[src/rtl/dac_frame_rx.sv]
// rtl/dac_frame_rx.sv - DAC serial link frame receiver with first-word-fall-through readback FIFO
// Optional idle-timeout abort is compiled in when DACRX_TIMEOUT_EN is defined.
module dac_frame_rx #(
    parameter int FRAME_BITS     = 24,
    parameter int FIFO_DEPTH     = 4,
    parameter int TIMEOUT_CYCLES = 255
) (
    input  logic                          clk,
    input  logic                          rstN,
    input  logic                          syncDac,
    input  logic                          sclkDac,
    input  logic                          sdiDac,
    input  logic                          rdEn,
    input  logic                          clrErr,
    output logic [FRAME_BITS-1:0]         frameData,
    output logic                          frameValid,
    output logic [$clog2(FIFO_DEPTH):0]   frameCount,
    output logic                          errFrame,
    output logic                          overflow
);

    localparam int AW = $clog2(FIFO_DEPTH);
    localparam int CW = AW + 1;
    localparam int BW = $clog2(FRAME_BITS + 2);

`ifdef DACRX_TIMEOUT_EN
    typedef enum logic [1:0] {ST_IDLE, ST_SHIFT, ST_ABORT} state_t;
`else
    typedef enum logic [1:0] {ST_IDLE, ST_SHIFT} state_t;
`endif

    logic [2:0]            sync_pipe_q, sync_pipe_d;
    logic [2:0]            sclk_pipe_q, sclk_pipe_d;
    logic [1:0]            sdi_pipe_q, sdi_pipe_d;
    logic [1:0]            warm_q, warm_d;
    state_t                state_q, state_d;
    logic [BW-1:0]         bit_cnt_q, bit_cnt_d;
    logic [FRAME_BITS-1:0] shift_q, shift_d;
    logic                  push_q, push_d;
    logic [FRAME_BITS-1:0] push_data_q, push_data_d;
    logic                  err_pend_q, err_pend_d;
    logic                  err_q, err_d;
    logic                  rd_req_q, rd_req_d;
    logic [CW-1:0]         wr_ptr_q, wr_ptr_d;
    logic [CW-1:0]         rd_ptr_q, rd_ptr_d;
    logic                  overflow_q, overflow_d;
    logic [FRAME_BITS-1:0] mem_q [FIFO_DEPTH];
    logic [FRAME_BITS-1:0] mem_d [FIFO_DEPTH];
`ifdef DACRX_TIMEOUT_EN
    logic [7:0]            idle_cnt_q, idle_cnt_d;
`endif

    logic                  fall_sync, rise_sync, fall_sclk, sdi;
    logic [BW-1:0]         next_cnt;
    logic [FRAME_BITS-1:0] next_shift;
    logic [CW-1:0]         fifo_cnt;
    logic                  fifo_full, do_pop, do_push;

    // The sync chain resets high, so a pin held low through reset would look like a
    // falling edge until real samples reach s3; starts are ignored until then.
    assign fall_sync = ~sync_pipe_q[1] & sync_pipe_q[2] & (&warm_q);
    assign rise_sync = sync_pipe_q[1] & ~sync_pipe_q[2];
    assign fall_sclk = ~sclk_pipe_q[1] & sclk_pipe_q[2];
    assign sdi       = sdi_pipe_q[1];

    always_comb begin
        sync_pipe_d = {sync_pipe_q[1:0], syncDac};
        sclk_pipe_d = {sclk_pipe_q[1:0], sclkDac};
        sdi_pipe_d  = {sdi_pipe_q[0], sdiDac};
        warm_d      = (&warm_q) ? warm_q : warm_q + 2'd1;
        err_d       = err_pend_q;
        rd_req_d    = rdEn & frameValid;
    end

    always_comb begin
        state_d     = state_q;
        bit_cnt_d   = bit_cnt_q;
        shift_d     = shift_q;
        push_d      = 1'b0;
        push_data_d = push_data_q;
        err_pend_d  = 1'b0;
        next_cnt    = bit_cnt_q;
        next_shift  = shift_q;
`ifdef DACRX_TIMEOUT_EN
        idle_cnt_d  = idle_cnt_q;
`endif
        case (state_q)
            ST_IDLE: begin
                if (fall_sync) begin
                    state_d   = ST_SHIFT;
                    bit_cnt_d = '0;
                    shift_d   = '0;
`ifdef DACRX_TIMEOUT_EN
                    idle_cnt_d = '0;
`endif
                end
            end
            ST_SHIFT: begin
                // A coincident sclk fall is applied before the length check at sync rise.
                if (fall_sclk) begin
                    next_shift = {shift_q[FRAME_BITS-2:0], sdi};
                    next_cnt   = (bit_cnt_q == BW'(FRAME_BITS + 1)) ? bit_cnt_q
                                                                    : bit_cnt_q + 1'b1;
                end
                shift_d   = next_shift;
                bit_cnt_d = next_cnt;
                if (rise_sync) begin
                    state_d = ST_IDLE;
                    if (next_cnt == BW'(FRAME_BITS)) begin
                        push_d      = 1'b1;
                        push_data_d = next_shift;
                    end else begin
                        err_pend_d  = 1'b1;
                    end
                end
`ifdef DACRX_TIMEOUT_EN
                else if (fall_sclk) begin
                    idle_cnt_d = '0;
                end else if (idle_cnt_q == 8'(TIMEOUT_CYCLES)) begin
                    err_pend_d = 1'b1;
                    state_d    = ST_ABORT;
                end else begin
                    idle_cnt_d = idle_cnt_q + 8'd1;
                end
`endif
            end
`ifdef DACRX_TIMEOUT_EN
            ST_ABORT: begin
                if (rise_sync) begin
                    state_d = ST_IDLE;
                end
            end
`endif
            default: state_d = ST_IDLE;
        endcase
    end

    assign fifo_cnt  = wr_ptr_q - rd_ptr_q;
    assign fifo_full = (fifo_cnt == CW'(FIFO_DEPTH));
    assign do_pop    = rd_req_q && (fifo_cnt != '0);
    assign do_push   = push_q && (!fifo_full || do_pop);

    always_comb begin
        mem_d      = mem_q;
        wr_ptr_d   = wr_ptr_q;
        rd_ptr_d   = rd_ptr_q;
        overflow_d = overflow_q;
        if (do_push) begin
            mem_d[wr_ptr_q[AW-1:0]] = push_data_q;
            wr_ptr_d                = wr_ptr_q + 1'b1;
        end
        if (do_pop) begin
            rd_ptr_d = rd_ptr_q + 1'b1;
        end
        if (push_q && !do_push) begin
            overflow_d = 1'b1;
        end else if (clrErr) begin
            overflow_d = 1'b0;
        end
    end

    always_ff @(posedge clk) begin
        if (!rstN) begin
            sync_pipe_q <= 3'b111;
            sclk_pipe_q <= 3'b111;
            sdi_pipe_q  <= 2'b00;
            warm_q      <= '0;
            state_q     <= ST_IDLE;
            bit_cnt_q   <= '0;
            shift_q     <= '0;
            push_q      <= 1'b0;
            push_data_q <= '0;
            err_pend_q  <= 1'b0;
            err_q       <= 1'b0;
            rd_req_q    <= 1'b0;
            wr_ptr_q    <= '0;
            rd_ptr_q    <= '0;
            overflow_q  <= 1'b0;
            mem_q       <= '{default: '0};
`ifdef DACRX_TIMEOUT_EN
            idle_cnt_q  <= '0;
`endif
        end else begin
            sync_pipe_q <= sync_pipe_d;
            sclk_pipe_q <= sclk_pipe_d;
            sdi_pipe_q  <= sdi_pipe_d;
            warm_q      <= warm_d;
            state_q     <= state_d;
            bit_cnt_q   <= bit_cnt_d;
            shift_q     <= shift_d;
            push_q      <= push_d;
            push_data_q <= push_data_d;
            err_pend_q  <= err_pend_d;
            err_q       <= err_d;
            rd_req_q    <= rd_req_d;
            wr_ptr_q    <= wr_ptr_d;
            rd_ptr_q    <= rd_ptr_d;
            overflow_q  <= overflow_d;
            mem_q       <= mem_d;
`ifdef DACRX_TIMEOUT_EN
            idle_cnt_q  <= idle_cnt_d;
`endif
        end
    end

    assign frameData  = mem_q[rd_ptr_q[AW-1:0]];
    assign frameValid = (fifo_cnt != '0);
    assign frameCount = fifo_cnt;
    assign errFrame   = err_q;
    assign overflow   = overflow_q;

endmodule

[config.mk]
export PLATFORM = sky130hd
export DESIGN_NAME = dac_frame_rx
export DESIGN_NICKNAME = d
export VERILOG_FILES = /design/src/rtl/dac_frame_rx.sv
export SDC_FILE = /design/constraint.sdc
export NUM_CORES = 1
export LEC_CHECK = 0
export BUFFER_PORTS_ARGS = -buffer_cell sky130_fd_sc_hd__buf_2
export CAP_MARGIN = 20
export CELL_PAD_IN_SITES_DETAIL_PLACEMENT = 1
export CELL_PAD_IN_SITES_GLOBAL_PLACEMENT = 1
export CORE_UTILIZATION = 43
export CTS_CLUSTER_SIZE = 24
export DETAILED_ROUTE_END_ITERATION = 8
export PLACE_DENSITY_LB_ADDON = 0.12
export SYNTH_ARGS = -nofsm -noshare
export SYNTH_HDL_FRONTEND = slang
export SYNTH_SLANG_ARGS = --single-unit
[constraint.sdc]
create_clock -name clk -period 2.7 [get_ports clk]
set_input_delay 0.135 -clock clk [delete_from_list [all_inputs] [get_ports clk]]
set_output_delay 0.135 -clock clk [all_outputs]
set_load 0.01 [all_outputs]
; After elaboration in Yosys (flattened, before gate mapping)
; Index checks and enable logic that the tools add are counted.
[classes]
add_sub_neg = 5
n_mul = 0
n_div = 0
n_lt_le_gt_ge = 3
n_eq_ne = 6
n_shift = 0
mux = 21
bitwise = 10
n_reduce_logical = 16
[ops]
columns = operator, count
row1 = 24-bit two-way mux, 5
row2 = 96-bit bitwise mux, 1
row3 = 24-bit binary-select mux with 2-bit select, 1
row4 = 24-bit demux with 2-bit select, 1
row5 = 24-bit one-hot mux with 2 select lines, 1
row6 = 5-bit two-way mux, 4
row7 = "5-bit equality test, second input constant", 2
row8 = 5-bit one-hot mux with 2 select lines, 1
row9 = "3-bit by 1-bit adder with 3-bit output, second input constant", 2
row10 = "3-bit >= comparator, second input constant", 2
row11 = 2-bit inverter with 3-bit output, 2
row12 = 2-bit AND reduction, 3
row13 = 3-bit AND reduction, 2
row14 = "5-bit by 1-bit adder with 5-bit output, second input constant", 1
row15 = 1-bit bitwise AND, 5
row16 = 1-bit logical AND, 4
row17 = 1-bit two-way mux, 4
row18 = 2-bit two-way mux, 2
row19 = "2-bit inequality test, second input constant", 2
row20 = 2-bit one-hot mux with 2 select lines, 1
row21 = 2-bit nonzero test, 2
row22 = "3-bit equality test, second input constant", 1
row23 = "3-bit by 1-bit < comparator with 1-bit output, second input constant", 1
row24 = 1-bit inverter, 3
row25 = 7 further kinds, 8
[word_totals]
register_bits = 172
latch_bits = 0
mem_bits_rw = 0
rom_bits = 0
inputBits = 7
out_inout_bits = 30
elab_cells = 80
memories = 0

; Logic depth before layout (Yosys ltp)
; Gate-level depths: netlist of the first run.
[logic_depth]
word_depth = 8
ltp_mapped = 12
ltp_nobuf = 8

; Worst setup path after synthesis of the first run
; Ideal clock, no wire load.
[synth_path]
path_kind = register to register
start = register rd_ptr_q[1]
end = register mem_q[80] (netlist name)
setup_time_ns = 0.074
arrival_time_ns = 2.469
setup_slack_ns = 0.157
path_stages_with_launch = 13
synth_period_minus_slack_ns = 2.543
cell_sequence = dfxtp_1 buf_2 buf_2 clkbuf_1 inv_1 ha_1 nand2_1 o31a_4 nand2_4 buf_8 buf_6 nand3_1 o21ai_0
[synth_between]
elab_chain_cells = 5
word_cells_on_any_way = 7
classes_between = add/sub (1) / eq/ne (1) / reduce/logical (5)
[synth_rtl]
columns = item, line
row1 = from (decl), 45  ; logic [CW-1:0] rd_ptr_q, rd_ptr_d;
row2 = from (signal assigned), 197  ; rd_ptr_q <= rd_ptr_d;
row3 = 3-bit subtractor *, 138  ; assign fifo_cnt = wr_ptr_q - rd_ptr_q;
row4 = 3-bit equality test or 3-bit nonzero test (tied branches), "139, 140"
row5 = 1-bit logical NOT or 1-bit logical AND (tied branches), "141, 140"
row6 = 1-bit logical OR *, 141  ; assign do_push = push_q && (!fifo_full || do_pop);
row7 = 1-bit logical AND *, 141
row8 = to (signal assigned), 199  ; mem_q <= mem_d;
row9 = to (decl), 47  ; logic [FRAME_BITS-1:0] mem_q [FIFO_DEPTH];
; Every way passes the cells marked *; elsewhere a longest branch is shown, timed or not.
; A chain may end at the register's enable or synchronous reset.

; Worst setup path after layout of the first run
[layout_path]
start = register wr_ptr_q[0]
end = register mem_q[51] (netlist name)
[layout_between]
elab_chain_cells = 6
word_cells_on_any_way = 14
classes_between = add/sub (1) / order compare (2) / eq/ne (1) / mux (3) / bitwise (1) / reduce/logical (6)
[layout_rtl]
columns = item, line
row1 = from (decl), 44  ; logic [CW-1:0] wr_ptr_q, wr_ptr_d;
row2 = from (signal assigned), 196  ; wr_ptr_q <= wr_ptr_d;
row3 = 2-bit inverter with 3-bit output (implied by the code), 149  ; mem_d[wr_ptr_q[AW-1:0]] = push_data_q;
row4 = 3-bit >= comparator (implied by the code) or 3-bit by 1-bit < comparator with 1-bit output (tied branches), 149
row5 = 1-bit logical AND (implied by the code), 149
row6 = 24-bit two-way mux (implied by the code), 149
row7 = 24-bit demux with 2-bit select, 149
row8 = 96-bit bitwise mux, 149
; Parallel ways exist; a longest one is shown, timed or not.

==> out/metrics.yaml, run 1 <==
status:
  status: "finished, final reports clean"
run:
  cap_violations: 0
yosys:
  synthCells: 751
  ys_seq_elements: 171
  yosysSeqAreaShare: 0.483
  syn_area_mm2: 0.00709
  yosysUniqueCellTypes: 38
  yosysWarnings: 0
  syn_avg_cell_area_um2: 9.44
  syn_nets: 769
grt:
  met2_usage: 0.349
  grt_max_degree: 88
  busiest_layer: "met2"
  track_usage: 0.204
  antenna_found_initial: 0
  grtUsageMet3: 0.0350
  use_met1: 0.262
  grt_pass1_vias: 5362
  grt_pass1_wl_um: 26900
  overflow: 0
place:
  place.port_buffers: 36
  routabilityCongestion: 0.795
  dp_hpwl_um: 10400
timing:
  fin_worst_skew_ps: 7.92
  slew_violations: 0
  hold_viol_final: 0
  tns_ps: 0
  fmax_ghz: 0.393
  rsz0062_at_grt: "true"
  slew_headroom: 0.461
  worst_slew_pin_slew_ps: 808
  setup_viol: 0
  finalCritPeriodShare: 0.942
  timing.final.crit_period_ps: 2540
hold_path:
  hp-class: "in2reg"
clock_tree:
  root_buffer: "clkbuf_16"
  cts_resized: 0
  cts.clk_slew.worst_paths_ps: 60
  cts.sinks: 171
  cts_buffers: 17
  cts_tree: "yes"
  htree_levels: 4
  clk_latency_ps: 420
  clk_path_buf_depth: 2
finish:
  antenna_cells: 0
  fin_util: 0.496
  fillers: 1870
  final_cell_mix: "dfxtp_1 (171), nand2_1 (132), nand3_1 (99), o21ai_0 (68), nor2b_1 (36)"
  final_nets: 778
  drive_gt1_frac: 0.145
  syn_to_final_growth_pct: 11.9
  final_common_cell: "dfxtp_1"
power_and_ir_drop:
  p_int_mw: 3.90
  p_leak_nw: 2.91
  powerDensity_mw_per_mm2: 630
  p_comb_frac: 0.022
  swShare: 0.221
  peakVddDrop_v: 0.000497
  p_sw_mw: 1.10
  power_frac_seq: 0.508
  p_clk_frac: 0.470
  p_total_mw: 5.00
floorplan:
  dieArea_mm2: 0.0170
  die_h_um: 130
  die_w_um: 130
  rows: 46
  ios: 37
  core_area_mm2: 0.0160
  start_util: 0.443
worst_setup_path:
  slowest_stage: "o31a_4"
  cp.arrival_ps: 2870
  critPathRequiredTime_ps: 3030
  startpoint_type: "register"
  critPathKind: "reg2reg"
  slowest_delay_ps: 430
  crit_chain: "inv_1 -> ha_1 -> fa_1 -> xnor3_1 -> o31a_4 -> nand2_4 -> nand3_1 -> o21ai_0"
  cp-end-kind: "register"
  crit_fanout: 48
routing:
  avgRoutedWirePerCell_um: 16.3
  drt-initial-drc-count: 251
  drc: 0
  antenna_left: 0
  drtPass1Iterations: 4
  vias_per_cell: 5.38
  drt_wl_total_um: 16100
  vias: 5322
repair_timing:
| item | 4_1_cts | 5_1_grt |
|---|---|---|
| setup endpoints to repair | 0 | 3 |
| hold buffers | 4 | 0 |
| endpoints found under the hold margin | 4 | 0 |
| setup buffers | 0 | 0 |
registers in the layout (all words and copies together) (netlist names):
| name | cells |
|---|---|
| sclk_pipe_q | 3 |
| state_q | 1 |
| sdi_pipe_q | 2 |
| push_q | 1 |
| warm_q | 2 |
| push_data_q | 24 |
| wr_ptr_q | 3 |
| errFrame | 1 |
| rd_req_q | 1 |
| bit_cnt_q | 5 |
| overflow | 1 |
| shift_q | 24 |
| err_d | 1 |
| sync_pipe_q | 3 |
| mem_q | 96 |
| rd_ptr_q | 3 |
stage by stage:
stage | area (um2) | hold WS (ps) | setup WS [ps] | cells
detailed placement | 7330 | 324 | 154 | 953
finish | 7940 | 29.8 | 158 | 989
CTS | 7940 | 20.2 | 145 | 989
floorplan | 7090 | 236 | 157 | 751
global placement | 7330 | 320 | 294 | 953
global route | 7940 | 57.3 | -12.7 | 989
cell usage after synthesis:
cell type    n  area (um2)
and3_1       2        12.5
nor2b_1     36         225
clkbuf_2     3        15.0
buf_8        4        60.1
nor2_1       4        15.0
a21oi_1      5        25.0
xnor2_1      6        52.6
buf_1        2        7.51
xnor3_1      1        22.5
xor2_1       4        35.0
buf_2       15        75.1
o21ai_0     68         340
mux4_2      24         541
a22oi_1     28         210
clkbuf_1    31         116
o31a_4       1        17.5
dfxtp_1    171        3420
nand3b_1     1        7.51
buf_6        9         101
o22ai_1      2        12.5
a311oi_1     1        8.76
o21ai_1     29         145
inv_1        9        33.8
mux2i_1     26         260
o211ai_1     1        7.51
fa_1         1        20.0
ha_1        10         125
nand4_1      2        12.5
and2_1       7        43.8
and2_0       1        6.26
nand3_1     99         495
a21boi_0     2        15.0
nand2_1    132         495
nor3_1       1        5.00
a31oi_1      2        12.5
nor3b_1      1        7.51
nand2_4      4        45.0
nand2b_1     6        37.5
worst paths after layout:
check	from	endpoint	slack, ps	depth (start not counted)
max reg2reg	wr_ptr_q[0]$_SDFFE_PN0P_	mem_q[51]$_SDFFE_PN0P_	160	8
min	clrErr	overflow$_SDFFE_PN0P_	30	4
min reg2reg	sync_pipe_q[0]$_SDFF_PN1_	sync_pipe_q[1]$_SDFF_PN1_	410	1
max	wr_ptr_q[0]$_SDFFE_PN0P_	mem_q[51]$_SDFFE_PN0P_	160	8
cell families (layout without fill, tap and decap cells):
family	count (synthesis)	count (layout)	synth area share
DFF	171	171	0.483
xor gates and xnor gates	11	11	0.0155
buffers and inverters	73	95	0.0577
AOI/OAI and AO/OA	139	139	0.112
and+or+nand+nor	296	296	0.199
adders and majority gates	11	11	0.0205
muxes	50	50	0.113
power groups by stage:
stage / clock (mW) / combinational (mW) / sequential [mW]
after floorplan: 0 / 0.0794 / 2.60
after global placement: 0 / 0.105 / 2.60
after detailed placement: 0 / 0.109 / 2.60
after CTS: 2.40 / 0.114 / 2.54
after global routing: 2.50 / 0.124 / 2.54
final: 2.35 / 0.111 / 2.54
worst max-delay path, delay by kind of cell (launching register included):
kind | cells | cell delay [ps]
compound gates | 2 | 530
buf+inv | 1 | 110
flops | 1 | 370
simple gates | 2 | 570
xor+xnor | 1 | 260
fa+ha+maj | 2 | 590
routing by layer:
metal	share of wire	wire length [um]	vias to the layer above
li1	-	-	2625
met1	0.47	7650	2626
met2	0.49	7860	55
met3	0.024	391	16
met4	0.013	204	0
met5	0	0	-
layout make-up:
class | count | area [um2] | share of cell area
clock buffer | 19 | 453 | 0.0571
sequential | 171 | 3420 | 0.431
inverter | 9 | 33.8 | 0.00426
clock inverter | 13 | 119 | 0.0150
timing repair buffer | 54 | 365 | 0.0460
multi-input combinational | 507 | 3270 | 0.412
tap | 216 | 270 | 0.0340
Note: power is estimated with default switching activity, not from simulation.
==> run 2: changes to the inputs <==
==> constraint.sdc (replaced) <==
create_clock -name clk -period 2.7 [get_ports clk]
set_input_delay 0.81 -clock clk [delete_from_list [all_inputs] [get_ports clk]]
set_output_delay 0.81 -clock clk [all_outputs]
set_load 0.01 [all_outputs]
==> out/metrics.yaml, run 2 (synthesized netlist as in run 1, its figures left out) <==
hold_path:
  hp-class: "reg2reg"
floorplan:
  ios: 37
  die_w_um: 130
  dieArea_mm2: 0.0170
  rows: 46
  start_util: 0.443
  core_area_mm2: 0.0160
  die_h_um: 130
timing:
  setup_ws_ps: 35.4
  setup_viol: 0
  worst_slew_pin_slew_ps: 941
  fmax_ghz: 0.375
  slew_violations: 0
  timing.final.crit_period_ps: 2660
  tns_ps: 0
  finalCritPeriodShare: 0.987
  holdWs_ps: 413
  rsz0062_at_grt: "true"
  slew_headroom: 0.373
  hold_viol_final: 0
  fin_worst_skew_ps: 9.09
routing:
  drc: 0
  vias: 5283
  drt_wl_total_um: 16900
  antenna_left: 0
  avgRoutedWirePerCell_um: 17.1
  drtPass1Iterations: 4
  vias_per_cell: 5.35
  drt-initial-drc-count: 215
finish:
  top_register: "mem_q"
  fin_util: 0.504
  final_nets: 776
  final_cell_mix: "dfxtp_1 (167), nand2_1 (132), nand3_1 (98), o21ai_0 (68), nor2b_1 (36)"
  fin_cells: 987
  final_common_cell: "dfxtp_1"
  drive_gt1_frac: 0.160
  largest_register_ff_count: 96
  antenna_cells: 0
  top_regs: "mem_q x96, push_data_q x24, shift_q x24"
  syn_to_final_growth_pct: 13.6
worst_setup_path:
  critPathKind: "reg2out"
  startpoint_type: "register"
  critPathRequiredTime_ps: 1890
  crit_chain: "inv_4 -> ha_4 -> fa_2 -> xnor3_2 -> nand3_4 -> buf_6"
  slowest_delay_ps: 370
  crit_fanout: 4
  cp-end-kind: "primary output"
  slowest_stage: "dfxtp_4"
  cp.arrival_ps: 1850
grt:
  grt_pass1_vias: 5486
  overflow: 0
  grt_pass1_wl_um: 27400
  track_usage: 0.210
  antenna_found_initial: 0
  grt_max_degree: 62
place:
  pre_cts_ws_ps: 135
  dp.cells: 952
  routabilityCongestion: 0.761
  place.port_buffers: 36
  dp_hpwl_um: 10600
clock_tree:
  clk_latency_ps: 430
  cts_buffers: 17
  holdBufCountCts: 0
  clk_path_buf_depth: 2
  cts_tree: "yes"
  root_buffer: "clkbuf_16"
  cts.clk_slew.worst_paths_ps: 70
  cts.sinks: 171
  htree_levels: 4
power_and_ir_drop:
  powerDensity_mw_per_mm2: 637
  peakVddDrop_v: 0.000472
  p_leak_nw: 2.96
status:
  status: "finished, final reports clean"
run:
  cap_violations: 0
## run 2: worst max-delay path: cells and delay by family, from the launching register on
family / cells / cell delay (ps)
flops: 1 / 370
fa+ha+maj: 2 / 470
xor+xnor: 1 / 290
buf+inv: 2 / 180
simple gates: 1 / 100
## run 2: worst paths after layout
kind	from	to	slack, ps	cells past startpoint
worst max-delay path	wr_ptr_q[0]$_SDFFE_PN0P_	frameValid	40	6
worst min-delay path	sclk_pipe_q[0]$_SDFF_PN1_	sclk_pipe_q[1]$_SDFF_PN1_	410	1
worst max register to register	wr_ptr_q[0]$_SDFFE_PN0P_	mem_q[38]$_SDFFE_PN0P_	130	9
worst min register to register	sclk_pipe_q[0]$_SDFF_PN1_	sclk_pipe_q[1]$_SDFF_PN1_	410	1
## run 2: final cells by class
cell class	instances	area, um2
Multi-Input combinational cell	507	3300
Clock buffer	17	425
Timing Repair Buffer	52	414
Sequential cell	171	3430
Tap cell	216	270
Fill cell	1844	7940
Inverter	9	36.3
Clock inverter	15	176
## run 2: power by group
group	internal (mW)	total, mW	switching [mW]
Clock	1.40	2.49	1.09
Combinational	0.0370	0.109	0.0723
Sequential	2.53	2.54	0.00863
Total	3.96	5.14	1.17
## run 2: repair_timing
| item | CTS | global route |
|---|---|---|
| pin swaps | 1 | 1 |
| hold endpoints to repair | 0 | 0 |
| setup buffers | 1 | 1 |
| cloned | 0 | 1 |
| resized for setup | 11 | 6 |
| endpoints found under the setup margin | 18 | 14 |
## run 2: through the flow
stage	cell area, um2	total power [mW]
after floorplan	7090	2.68
after global placement	7360	2.70
after detailed placement	7360	2.71
after CTS	8000	5.20
after global routing	8060	5.30
final	8060	5.14
## run 2: routing by layer
layer  track usage  vias to the layer above  part of all wire
met5             0                        -                 0
met4        0.0663                        0             0.014
li1              -                     2633                 -
met3        0.0342                       19             0.020
met2         0.374                       52              0.50
met1         0.259                     2579              0.47
==> run 3: changes to the inputs <==
--- a/config.mk
+++ b/config.mk
@@ -13,6 +13,7 @@
 export CTS_CLUSTER_SIZE = 24
 export DETAILED_ROUTE_END_ITERATION = 8
 export PLACE_DENSITY_LB_ADDON = 0.12
+export REMOVE_ABC_BUFFERS = 1
 export SYNTH_ARGS = -nofsm -noshare
 export SYNTH_HDL_FRONTEND = slang
 export SYNTH_SLANG_ARGS = --single-unit
==> out/metrics.yaml, run 3 (synthesized netlist as in run 1, its figures left out) <==
power_and_ir_drop:
  p_leak_nw: 3.00
  peakVddDrop_v: 0.000465
  p_total_mw: 5.21
  powerDensity_mw_per_mm2: 639
floorplan:
  start_util: 0.443
  die_w_um: 130
  core_area_mm2: 0.0160
  rows: 46
  ios: 37
  dieArea_mm2: 0.0170
  die_h_um: 130
worst_setup_path:
  slowest_delay_ps: 360
  crit_chain: "inv_4 -> ha_4 -> fa_2 -> xnor3_2 -> buf_6 -> inv_2 -> buf_6"
  ff2ff_setup_slack_ps: 170
  crit_family: "adder cells"
  critPathRequiredTime_ps: 1890
  r2r-start: "wr_ptr_q[0]$_SDFFE_PN0P_"
  r2r-end: "mem_q[88]$_SDFFE_PN0P_"
  startpoint_type: "register"
  cp.arrival_ps: 1880
  cpMostUsedCell: "buf_6"
  crit_buf_inv: 4
  slowest_stage: "dfxtp_2"
  reg2regPathDepth: 11
  crit_fanout: 4
  critPathKind: "reg2out"
  cp-end-kind: "primary output"
finish:
  largest_register_ff_count: 96
  final_nets: 781
  syn_to_final_growth_pct: 14.9
  final_common_cell: "dfxtp_1"
  finish.instance_area_mm2: 0.00815
  seqCellArea_mm2: 0.00343
  multiInputGateArea_mm2: 0.00331
  antenna_cells: 0
  final_cell_mix: "dfxtp_1 (167), nand2_1 (132), nand3_1 (98), o21ai_0 (68), nor2b_1 (35)"
  top_regs: "mem_q x96, push_data_q x24, shift_q x24"
  fin_cells: 992
  fillers: 1841
  top_register: "mem_q"
  drive_gt1_frac: 0.169
grt:
  antenna_found_initial: 0
  grt_pass1_wl_um: 28500
  grtUsageMet3: 0.0423
  grt_max_degree: 63
  overflow: 0
  use_met1: 0.256
  grt_pass1_vias: 5610
  busiest_layer: "met2"
  met2_usage: 0.401
  track_usage: 0.219
timing:
  fmax_ghz: 0.372
  hold_viol_final: 0
  finalCritPeriodShare: 0.995
  rsz0062_at_grt: "true"
  timing.final.crit_period_ps: 2690
  setup_viol: 0
  worst_slew_pin_slew_ps: 484
  slew_headroom: 0.677
  slew_violations: 0
  setup_ws_ps: 14.0
  fin_worst_skew_ps: 9.02
  tns_ps: 0
routing:
  drt-initial-drc-count: 299
  vias_per_cell: 5.38
  vias: 5333
  drtPass1Iterations: 4
  antenna_left: 0
  drc: 0
  avgRoutedWirePerCell_um: 17.6
  drt_wl_total_um: 17400
place:
  routabilityCongestion: 0.790
  dp.cells: 955
  pre_cts_ws_ps: 176
  placed_cell_area_mm2: 0.00741
  place.port_buffers: 36
  dp_hpwl_um: 10500
clock_tree:
  clk_latency_ps: 430
  cts.sinks: 171
  root_buffer: "clkbuf_16"
  cts.clk_slew.worst_paths_ps: 60
  cts_buffers: 17
  htree_levels: 4
  clk_path_buf_depth: 2
  holdBufCountCts: 0
  cts_tree: "yes"
run:
  cap_violations: 0
hold_path:
  hp-class: "reg2reg"
  hold_depth: 1
  min_to: "sync_pipe_q[1]$_SDFF_PN1_"
  hold_path_startpoint: "sync_pipe_q[0]$_SDFF_PN1_"
status:
  status: "finished, final reports clean"
[run 3: changes by cell type in the layout (fill, tap and decap cells not counted), sizes merged]
| cell | delta |
|---|---|
| bufinv | +1 |
| bufbuf | +1 |
| buf | +5 |
| clkinv | +3 |
| inv | -6 |
| clkbuf | +1 |
[run 3: worst register-to-register path, stage by stage, from the launching register on]
cell and delay, ps:
dfxtp_2 360, inv_4 60, ha_4 150, fa_2 320
xnor3_2 280, buf_6 140, buf_4 120, o31a_4 410
nand2_4 110, buf_12 240, nand3_1 130, o21ai_0 120
[run 3: cell type report]
| type | count | area share |
|---|---|---|
| clock buffer | 19 | 0.0556 |
| clock inverter | 13 | 0.0206 |
| inverter | 9 | 0.00445 |
| multi-input combinational | 507 | 0.406 |
| sequential | 171 | 0.421 |
| tap | 216 | 0.0332 |
| timing repair buffer | 57 | 0.0596 |
[run 3: how the worst max path moves through the flow]
| stage | slack [ps] | from | end | cells after the start |
|---|---|---|---|---|
| 2_1_floorplan | -150 | sclk_pipe_q[2]$_SDFF_PN1_ | push_data_q[0]$_SDFFE_PN0P_ | 5 |
| 3_3_place_gp | 290 | wr_ptr_q[0]$_SDFFE_PN0P_ | frameValid | 6 |
| 3_5_place_dp | 180 | wr_ptr_q[0]$_SDFFE_PN0P_ | frameValid | 6 |
| 4_1_cts | 4 | wr_ptr_q[0]$_SDFFE_PN0P_ | frameCount[2] | 7 |
| 5_1_grt | -20 | wr_ptr_q[0]$_SDFFE_PN0P_ | frameCount[2] | 7 |
| 6_report | 10 | wr_ptr_q[0]$_SDFFE_PN0P_ | frameCount[2] | 7 |
[run 3: repair_timing]
action | CTS | global route
pin swaps | 0 | 0
gates cloned | 1 | 0
gates resized for setup | 11 | 6
endpoints found under the setup margin | 2 | 7
buffers inserted | 4 | 0
[run 3: per-layer routing]
layer / vias to the layer above / wire length (um)
met1: 2643 / 7660
li1: 2632 / -
met5: - / 0
met4: 0 / 203
met3: 15 / 396
met2: 43 / 9150
[run 3: per-stage QoR]
step / hold slack (ps) / utilization
6_report: 411 / 0.509
3_5_place_dp: 394 / 0.463
5_1_grt: 423 / 0.509
4_1_cts: 417 / 0.508
3_3_place_gp: 398 / 0.463
2_1_floorplan: 386 / -
[run 3: power by group]
group          internal, mW  switching (mW)  total (mW)
Combinational        0.0394          0.0752       0.115
Clock                  1.51            1.04        2.55
Sequential             2.53         0.00674        2.54
Total                  4.08            1.12        5.21
